[config.mk]
export PLATFORM = sky130hd
export DESIGN_NAME = int_ctrl_flat
export DESIGN_NICKNAME = d
export VERILOG_FILES = /design/src/rtl/int_ctrl_if.sv /design/src/rtl/int_ctrl.sv /design/src/flat_wrapper.sv
export SDC_FILE = /design/constraint.sdc
export NUM_CORES = 1
export LEC_CHECK = 0
export BUFFER_PORTS_ARGS = -buffer_cell sky130_fd_sc_hd__clkbuf_2
export CORE_AREA = 2 2 102 65
export DETAILED_ROUTE_END_ITERATION = 8
export DIE_AREA = 0 0 104 67
export PLACE_DENSITY = 0.72
export SLEW_MARGIN = 0
export SYNTH_ARGS = -nofsm -noshare
export SYNTH_HDL_FRONTEND = slang
export SYNTH_SLANG_ARGS = --single-unit
[constraint.sdc]
create_clock -name clk -period 1.9 [get_ports clk]
set_input_delay 0.19 -clock clk [delete_from_list [all_inputs] [get_ports clk]]
set_output_delay 0.19 -clock clk [all_outputs]
set_load 0.05 [all_outputs]
[src/rtl/int_ctrl_if.sv]
// Bridge-side register access bus for the interrupt controller: single-cycle reads/writes.
// rdata is combinational from addr; there is no stall or backpressure on this bus.
interface int_ctrl_if;
    logic [31:0] addr;
    logic        we;
    logic [31:0] wdata;
    logic [31:0] rdata;

    modport master (output addr, output we, output wdata, input rdata);
    modport slave  (input addr, input we, input wdata, output rdata);
endinterface

[src/rtl/int_ctrl.sv]
// Priority interrupt controller feeding CP0 HWInt[7:2]; INT_CTRL_NESTING_EN allows two-level nesting.
// irqIn edge -> PENDING next edge -> HWInt the edge after; register bus never stalls.
module int_ctrl #(
    parameter logic [31:0] BASE_ADDR = 32'h0000_7F20,
    parameter int          NUM_IRQ   = 6
) (
    input  logic               clk,
    input  logic               reset,
    input  logic [NUM_IRQ-1:0] irqIn,
    int_ctrl_if.slave          bus,
    output logic [NUM_IRQ-1:0] HWInt,
    input  logic               intAck,
    input  logic               eret,
    output logic               busy
);
    typedef enum logic [1:0] {IDLE = 2'd0, REQ = 2'd1, SERVICE = 2'd2} state_t;

    state_t             state_q, state_d;
    logic [NUM_IRQ-1:0] pending_q, pending_d;
    logic [NUM_IRQ-1:0] mask_q, mask_d;
    logic [NUM_IRQ-1:0] mode_q, mode_d;
    logic [NUM_IRQ-1:0] inservice_q, inservice_d;
    logic [NUM_IRQ-1:0] irq_prev_q;
    logic [NUM_IRQ-1:0] hwint_q, hwint_d;
    logic [2:0]         win_q, win_d;

    logic               sel;
    logic [1:0]         off;
    logic [NUM_IRQ-1:0] w1c;
    logic [NUM_IRQ-1:0] ack_clr;
    logic [NUM_IRQ-1:0] eligible;
    logic [NUM_IRQ-1:0] ins_low;
    logic [NUM_IRQ-1:0] ins_pop;
    logic               unused_ok;

    function automatic logic [2:0] lowest_idx(input logic [NUM_IRQ-1:0] v);
        lowest_idx = '0;
        for (int i = NUM_IRQ - 1; i >= 0; i--) begin
            if (v[i]) lowest_idx = i[2:0];
        end
    endfunction

    assign sel       = (bus.addr[31:4] == BASE_ADDR[31:4]);
    assign off       = bus.addr[3:2];
    assign unused_ok = ^{bus.addr[1:0], bus.wdata[31:NUM_IRQ]};

    assign eligible = pending_q & mask_q & ~inservice_q;
    assign ins_low  = inservice_q & (~inservice_q + 1'b1);
    assign ins_pop  = inservice_q & ~ins_low;

    assign w1c    = (bus.we && sel && off == 2'd0) ? bus.wdata[NUM_IRQ-1:0] : '0;
    assign mask_d = (bus.we && sel && off == 2'd1) ? bus.wdata[NUM_IRQ-1:0] : mask_q;
    assign mode_d = (bus.we && sel && off == 2'd2) ? bus.wdata[NUM_IRQ-1:0] : mode_q;

    // Edge bits: a new edge beats any clear in the same cycle. Level bits track irqIn.
    assign pending_d = (mode_q & ((pending_q & ~w1c & ~ack_clr) | (irqIn & ~irq_prev_q)))
                     | (~mode_q & irqIn);

`ifdef INT_CTRL_NESTING_EN
    logic [NUM_IRQ-1:0] nest_cand;
    logic               one_level;
    assign nest_cand = eligible & (ins_low - 1'b1);
    assign one_level = ((inservice_q & (inservice_q - 1'b1)) == '0);
`endif

    always_comb begin
        state_d     = state_q;
        win_d       = win_q;
        hwint_d     = hwint_q;
        inservice_d = inservice_q;
        ack_clr     = '0;
        case (state_q)
            IDLE: begin
                if (|eligible) begin
                    win_d   = lowest_idx(eligible);
                    hwint_d = NUM_IRQ'(1) << lowest_idx(eligible);
                    state_d = REQ;
                end
            end
            REQ: begin
                // An outer handler's eret (nested case only) retires it and drops this request.
                if (eret && |inservice_q) begin
                    inservice_d = ins_pop;
                    hwint_d     = '0;
                    state_d     = (|ins_pop) ? SERVICE : IDLE;
                end else if (intAck) begin
                    inservice_d[win_q] = 1'b1;
                    ack_clr[win_q]     = 1'b1;
                    hwint_d            = '0;
                    state_d            = SERVICE;
                end else if (!eligible[win_q]) begin
                    hwint_d = '0;
                    state_d = (|inservice_q) ? SERVICE : IDLE;
                end
            end
            SERVICE: begin
                hwint_d = '0;
                if (eret) begin
                    inservice_d = ins_pop;
                    if (ins_pop == '0) state_d = IDLE;
                end
`ifdef INT_CTRL_NESTING_EN
                else if (|nest_cand && one_level) begin
                    win_d   = lowest_idx(nest_cand);
                    hwint_d = NUM_IRQ'(1) << lowest_idx(nest_cand);
                    state_d = REQ;
                end
`endif
            end
            default: begin
                hwint_d = '0;
                state_d = IDLE;
            end
        endcase
    end

    always_ff @(posedge clk) begin
        if (reset) begin
            state_q     <= IDLE;
            pending_q   <= '0;
            mask_q      <= '0;
            mode_q      <= '0;
            inservice_q <= '0;
            irq_prev_q  <= '0;
            hwint_q     <= '0;
            win_q       <= '0;
        end else begin
            state_q     <= state_d;
            pending_q   <= pending_d;
            mask_q      <= mask_d;
            mode_q      <= mode_d;
            inservice_q <= inservice_d;
            irq_prev_q  <= irqIn;
            hwint_q     <= hwint_d;
            win_q       <= win_d;
        end
    end

    always_comb begin
        bus.rdata = '0;
        if (sel) begin
            case (off)
                2'd0:    bus.rdata = {26'b0, pending_q};
                2'd1:    bus.rdata = {26'b0, mask_q};
                2'd2:    bus.rdata = {26'b0, mode_q};
                default: bus.rdata = {18'b0, state_q, 1'b0, win_q, 2'b0, inservice_q};
            endcase
        end
    end

    assign HWInt = hwint_q;
    assign busy  = (state_q != IDLE);
endmodule

[src/flat_wrapper.sv]
// flat-port wrapper written by rule: the top's interface ports become plain ports
module int_ctrl_flat 
#(
    parameter logic [31:0] BASE_ADDR = 32'h0000_7F20,
    parameter int          NUM_IRQ   = 6
)
  (clk, reset, irqIn, HWInt, intAck, eret, busy, bus_addr, bus_we, bus_wdata, bus_rdata);
  int_ctrl_if bus_i ();
  input  logic clk;
  input  logic reset;
  input  logic [NUM_IRQ-1:0] irqIn;
  output logic [NUM_IRQ-1:0] HWInt;
  input  logic intAck;
  input  logic eret;
  output logic busy;
  input wire logic [$bits(bus_i.addr)-1:0] bus_addr;
  input wire logic [$bits(bus_i.we)-1:0] bus_we;
  input wire logic [$bits(bus_i.wdata)-1:0] bus_wdata;
  output wire logic [$bits(bus_i.rdata)-1:0] bus_rdata;
  assign bus_i.addr = bus_addr;
  assign bus_i.we = bus_we;
  assign bus_i.wdata = bus_wdata;
  assign bus_rdata = bus_i.rdata;
  int_ctrl #(.BASE_ADDR(BASE_ADDR), .NUM_IRQ(NUM_IRQ)) u_core (.clk(clk), .reset(reset), .irqIn(irqIn), .bus(bus_i), .HWInt(HWInt), .intAck(intAck), .eret(eret), .busy(busy));
endmodule
==> results of run 1 <==
[per-layer routing]
metal  GRT usage [%]  share of wire (%)  up-vias
met4           3.547               0.69        0
met5               0                  0        -
met2           27.55                 42       93
met1           25.35                 50     1038
li1                -                  -     1123
met3           4.990                7.9        7
[sequential cells by signal, indices dropped and copies added (netlist names)]
name                count
u_core.inservice_q      6
u_core.mode_q           6
u_core.state_q          2
u_core.HWInt            6
u_core.pending_q        6
u_core.win_q            3
u_core.mask_q           6
u_core.irq_prev_q       6
[timing repair]
item / CTS / global route
hold buffers: 0 / 0
setup endpoints to repair: 0 / 13
endpoints found under the hold margin: 0 / 0
gates resized for setup: 0 / 14
setup buffers: 0 / 1
[cells in the final DEF, fill, tap and decap left out, drive strengths merged, types with 2 or more instances in the layout]
cell	n
a211oi	4
a21oi	10
a22o	5
a31oi	4
and2	13
and3b	2
and4b	3
and4bb	2
buf	22
clkbuf	65
conb	21
dfxtp	41
inv	6
mux2i	14
mux4	6
nand2	19
nand2b	6
nand3	6
nand3b	9
nand4	10
nand4b	3
nor2	29
nor2b	10
nor3	3
nor4	5
o21ai	13
o31ai	2
o32ai	2
or4	4
[power groups by stage]
stage | logic, W | registers, W | clock network, W
3_3_place_gp | 0.000208 | 0.000899 | 0
4_1_cts | 0.000211 | 0.000879 | 0.000758
6_report | 0.000212 | 0.000879 | 0.000751
5_1_grt | 0.000226 | 0.000881 | 0.000804
2_1_floorplan | 0.000182 | 0.000897 | 0
3_5_place_dp | 0.000211 | 0.000899 | 0
[final timing paths]
kind	cells past startpoint	start	to	slack [ns]
hold reg to reg	2	u_core.HWInt[0]$_SDFFE_PP0P_	u_core.HWInt[0]$_SDFFE_PP0P_	0.47
hold / removal	2	irqIn[3]	u_core.irq_prev_q[3]$_SDFF_PP0_	0.13
setup reg to reg	5	u_core.inservice_q[2]$_SDFFE_PP0P_	u_core.pending_q[4]$_SDFF_PP0_	0.05
setup / recovery	5	u_core.inservice_q[2]$_SDFFE_PP0P_	u_core.pending_q[4]$_SDFF_PP0_	0.05
[through the flow]
stage / worst slack, ns / hold slack (ns) / utilization (%)
finish: 0.05004 / 0.1304 / 51.68
global route: -0.002216 / 0.1253 / 51.68
CTS: 0.03396 / 0.1281 / 51.22
detailed placement: 0.03574 / 0.4494 / 49.20
global placement: 0.06098 / 0.4479 / 49.20
floorplan: 0.1562 / 0.2697 / -
[final cells by class]
cell class / instances / area [um^2] / area share (%)
well taps: 84 / 105.1 / 3.420
repair buffers: 81 / 535.5 / 17.43
inverters: 6 / 22.52 / 0.7329
multi-input cells: 218 / 1466 / 47.72
clock inverters: 2 / 37.54 / 1.221
flip-flops and latches: 41 / 823.3 / 26.79
clock buffers: 6 / 82.58 / 2.687
[worst max-delay path, stage by stage (launching register included)]
cell and delay, ns:
dfxtp_2 0.35, or4_4 0.56, o31ai_4 0.20, nand4b_1 0.19
and4b_1 0.23, a22o_1 0.23
[kinds of logic after synthesis]
group / Yosys count / share of synthesized area (%)
AO/OA/AOI/OAI: 50 / 14.43
XOR/XNOR: 1 / 0.3583
other: 1 / 0.1534
buffers and inverters: 39 / 9.724
AND/OR/NAND/NOR: 126 / 30.50
flip-flops: 41 / 33.57
multiplexers: 20 / 11.26
==> summary.txt, run 1 <==
Peak VDD IR - 316.4 uV
CTS Buf Count - 5
Yosys warning count - 0
Power per cell area - 599.8 nW/um^2
Crit path time final - 1.850 ns
Placed insts - 429
WP data required - 2.10 ns
Worst min-delay path class - in -> reg
Initial DRC count - 159
Syn-to-layout area delta - 25.69%
Comb pwr share - 11.5%
First-pass GRT wire length - 10050 um
Sw power - 0.0004805 W
Status - completed
TritonCTS clock tree - yes
#FFs+latches synth - 41
Max cap viols - 0
Leakage - 1.353 nW
Clk slew on worst S/H paths - 0.08 ns
Register share of total power - 47.7%
Fin Setup TNS - 0 ns
H-tree Lvls - 2
Std-Cell Core Area - 5946 um^2
I/O Buffers - 64
Die H - 67 um
Proportion of netlist area held by the largest area contributor - 33.57%
Commonest register cell after synthesis - dfxtp_1
Overall power - 0.001843 W
Pint - 0.001363 W
Commonest cells in the synthesized netlist - dfxtp_1, nor2_1, buf_4
Final Non-Filler Cells - 438
First drt pass iteration count - 5
Number of flops mapped to enable cells by yosys - 0
Root Buffer - clkbuf_8
Routability cong. - 0.9204
Crit Path Category - reg -> reg
Critical path capture point type - flip-flop
Netlist cell types - 52
Post-route ant nets - 0
DRC - 0
Clk sinks - 41
Mean Syn Cell Area - 8.794 um^2
Endpoints failing setup - 0
Share of cells above drive strength 1 - 30.23%
Largest net degree at the start of global routing - 31
Type of origin of the critical path - flip-flop
Max-slew headroom - 62.36%
Clock latency on the worst-skew pair - 0.30 ns
# IOs - 114
Starting Density - 41.12%
Num rows - 22
DP Area - 2925 um^2
Vias/cell - 5.162
Clock Power Share - 40.8%
Wire length per cell - 13.93 um
Sequential area share after synthesis - 33.57%
Final Hold Viols - 0
Fillers - 591
Worst slew pin tran - 0.5645 ns
Vias in the first global route - 2090
Nets - 428
Synth area leaders - dfxtp_1, buf_4, mux2i_1
DR vias - 2261
Setup Skew - 0.01065 ns
Ys async rst share - 0%
Ant. Diodes - 0
Crit path arrival time - 2.05 ns
RSZ-0062 raised after global routing - true
Synth Cell Area - 2445 um^2
Gr ovfl total - 0
Post-route cell area - 3073 um^2
CTS Buffer Depth - 2
Final wirelength - 6103 um
Die W - 104 um
Cell with the most instances after synthesis - dfxtp_1
Initial antenna violation count - 0
Fmax achieved - 540.6 MHz
Post-synth top area cell - dfxtp_1
Die Area - 6968 um^2
Sw Share - 26.07%
Syn Inst Count - 278
Detail Placement HPWL - 4749 um
GRT Total Usage - 17.99%
Final period util - 97.37%
Critical Path Fanout Max - 5
Max Slew Vio Count - 0
Power figures use the tool's default switching activity.
==> run 2, diff against run 1 <==
--- a/config.mk
+++ b/config.mk
@@ -6,10 +6,11 @@
 export NUM_CORES = 1
 export LEC_CHECK = 0
 export BUFFER_PORTS_ARGS = -buffer_cell sky130_fd_sc_hd__clkbuf_2
-export CORE_AREA = 2 2 102 65
+export CORE_AREA = 2 2 100 63
+export CTS_BUF_LIST = sky130_fd_sc_hd__clkbuf_4 sky130_fd_sc_hd__clkbuf_8
 export DETAILED_ROUTE_END_ITERATION = 8
-export DIE_AREA = 0 0 104 67
-export PLACE_DENSITY = 0.72
+export DIE_AREA = 0 0 102 65
+export PLACE_DENSITY = 0.76
 export SLEW_MARGIN = 0
 export SYNTH_ARGS = -nofsm -noshare
 export SYNTH_HDL_FRONTEND = slang
==> run 2 against run 1 <==
Die area down 4.9%. Maximum frequency is 0.41% lower. Clock skew is 0.0054 ns lower. First-iteration DRC count shrank 3.8%. Setup slack got worse by 0.0077 ns. Cell count is 0.46% higher. Sequential power is essentially flat. Power shrank 8.6%. Flip-flop and latch count unchanged. Via count grew 3.8%. Worst hold slack improved by 0.0090 ns. Critical path type unchanged.
==> summary.txt, run 2 (synthesis results as in run 1) <==
Status - completed (unchanged)
Clk sinks - 41 (unchanged)
Max cap viols - 0 (unchanged)
Initial antenna violation count - 0 (unchanged)
Die H - 65 um (was 67 um)
RSZ-0062 raised after global routing - true (unchanged)
First drt pass iteration count - 4 (was 5)
H-tree Lvls - 2 (unchanged)
Grt met1 use - 29.01% (was 25.35%)
Power per cell area - 541.5 nW/um^2 (was 599.8 nW/um^2)
Final core utilization - 53.28% (was 51.68%)
Num rows - 22 (unchanged)
Vias in the first global route - 2151 (was 2090)
TritonCTS clock tree - yes (unchanged)
Fmax achieved - 538.3 MHz (was 540.6 MHz)
Detail Placement HPWL - 4904 um (was 4749 um)
Grt peak-use layer - met2 (unchanged)
Post-route cell area - 3109 um^2 (was 3073 um^2)
Clock latency on the worst-skew pair - 0.29 ns (was 0.30 ns)
Sw Share - 26.63% (was 26.07%)
Share of cells above drive strength 1 - 31.74% (was 30.23%)
Std-Cell Core Area - 5836 um^2 (was 5946 um^2)
# IOs - 114 (unchanged)
Comb pwr share - 12.6% (was 11.5%)
Worst min-delay path class - in -> reg (unchanged)
Max Slew Vio Count - 0 (unchanged)
WP data required - 2.09 ns (was 2.10 ns)
I/O Buffers - 64 (unchanged)
Final period util - 97.77% (was 97.37%)
Clock Power Share - 35.2% (was 40.8%)
Final Hold Viols - 0 (unchanged)
Largest net degree at the start of global routing - 33 (was 31)
Register share of total power - 52.2% (was 47.7%)
Pre-CTS setup slack - 0.06064 ns (was 0.03574 ns)
Crit path arrival time - 2.05 ns (about the same)
Critical path capture point type - flip-flop (unchanged)
Root Buffer - clkbuf_8 (unchanged)
Ant. Diodes - 0 (unchanged)
Initial DRC count - 153 (was 159)
CTS Buffer Depth - 2 (unchanged)
Worst slew pin tran - 0.6393 ns (was 0.5645 ns)
Endpoints failing setup - 0 (unchanged)
Post-route ant nets - 0 (unchanged)
Type of origin of the critical path - flip-flop (unchanged)
DR vias - 2348 (was 2261)
Final wirelength - 6439 um (was 6103 um)
Commonest cells after routing, fill and taps aside - clkbuf_2, dfxtp_1, nor2_1, conb_1, buf_4 (was clkbuf_2, dfxtp_1, nor2_1, conb_1, nand2_1)
Max-slew headroom - 57.38% (was 62.36%)
CTS Buf Count - 5 (unchanged)
First-pass GRT wire length - 10380 um (was 10050 um)
Overall power - 0.001684 W (was 0.001843 W)
Wire length per cell - 14.63 um (was 13.93 um)
Syn-to-layout area delta - 27.17% (was 25.69%)
Pint - 0.001235 W (was 0.001363 W)
Clk slew on worst S/H paths - 0.07 ns (was 0.08 ns)
DRC - 0 (unchanged)
GRT Total Usage - 20.00% (was 17.99%)
Crit path time final - 1.858 ns (was 1.850 ns)
Starting Density - 41.90% (was 41.12%)
Die Area - 6630 um^2 (was 6968 um^2)
DP Area - 2978 um^2 (was 2925 um^2)
Setup Skew - 0.005232 ns (was 0.01065 ns)
Routability cong. - 0.8367 (was 0.9204)
Peak VDD IR - 292.0 uV (was 316.4 uV)
Met2 usage - 31.25% (was 27.55%)
Leakage - 1.376 nW (was 1.353 nW)
Critical Path Fanout Max - 3 (was 5)
Sw power - 0.0004483 W (was 0.0004805 W)
Gr ovfl total - 0 (unchanged)
Crit Path Category - reg -> reg (unchanged)
Vias/cell - 5.336 (was 5.162)
Global Route met3 Usage - 2.481% (was 4.990%)
Die W - 102 um (was 104 um)
Final WS setup - 0.04236 ns (was 0.05004 ns)
Most common cell after layout, fill and taps aside - clkbuf_2 (unchanged)
Nets - 431 (was 428)
## run 2: changes by cell type in the layout (fill, tap and decap cells not counted), sizes merged
cell,before,now
clkinvlp,1,0
buf,22,28
bufinv,1,0
clkbuf,65,63
## run 2: layer usage
metal / part of all wire, % / wire length [um]
met1: 46 / 2947
met4: 1.2 / 79
met2: 45 / 2904
met5: 0 / 0
met3: 7.9 / 507
## run 2: timing repair
action | CTS | global route
endpoints found under the hold margin | 0 | 0
hold buffers | 0 | 0
resized for setup | 0 | 11
buffers inserted | 0 | 1
setup endpoints to repair | 0 | 13
## run 2: final timing paths
path,cells after the start,slack (ns),endpoint,startpoint
min reg2reg,2,0.48,u_core.HWInt[0]$_SDFFE_PP0P_,u_core.HWInt[0]$_SDFFE_PP0P_
max,5,0.04,u_core.pending_q[4]$_SDFF_PP0_,u_core.inservice_q[2]$_SDFFE_PP0P_
max reg2reg,5,0.04,u_core.pending_q[4]$_SDFF_PP0_,u_core.inservice_q[2]$_SDFFE_PP0P_
min,2,0.14,u_core.irq_prev_q[3]$_SDFF_PP0_,irqIn[3]
## run 2: power by group through the flow
stage	logic, W	clock network [W]	registers, W
final	0.000212	0.000593	0.000878
after global routing	0.000228	0.000641	0.000880
after CTS	0.000210	0.000598	0.000879
after detailed placement	0.000210	0	0.000899
after global placement	0.000207	0	0.000899
after floorplan	0.000182	0	0.000897
## run 2: worst max-delay path, cell delays in order, from the launching register on
cell and delay [ns]:
dfxtp_4 0.35, or4_4 0.56, o31ai_4 0.20, nand4b_1 0.18, and4b_1 0.25, a22o_1 0.22
## run 2: area by class of cell
type	instances	area (um^2)
Inverter	6	22.52
Tap cell	84	105.1
Clock buffer	7	90.09
Multi-Input combinational cell	218	1489
Timing Repair Buffer	84	575.6
Sequential cell	41	827.0
Fill cell	569	2726
## run 2: through the flow
| step | hold slack [ns] | setup TNS, ns | std cells |
|---|---|---|---|
| after floorplan | 0.2697 | 0 | 298 |
| after global placement | 0.4474 | 0 | 432 |
| after detailed placement | 0.4505 | 0 | 432 |
| after CTS | 0.1428 | 0 | 439 |
| after global routing | 0.1447 | -0.08037 | 440 |
| final | 0.1394 | 0 | 440 |
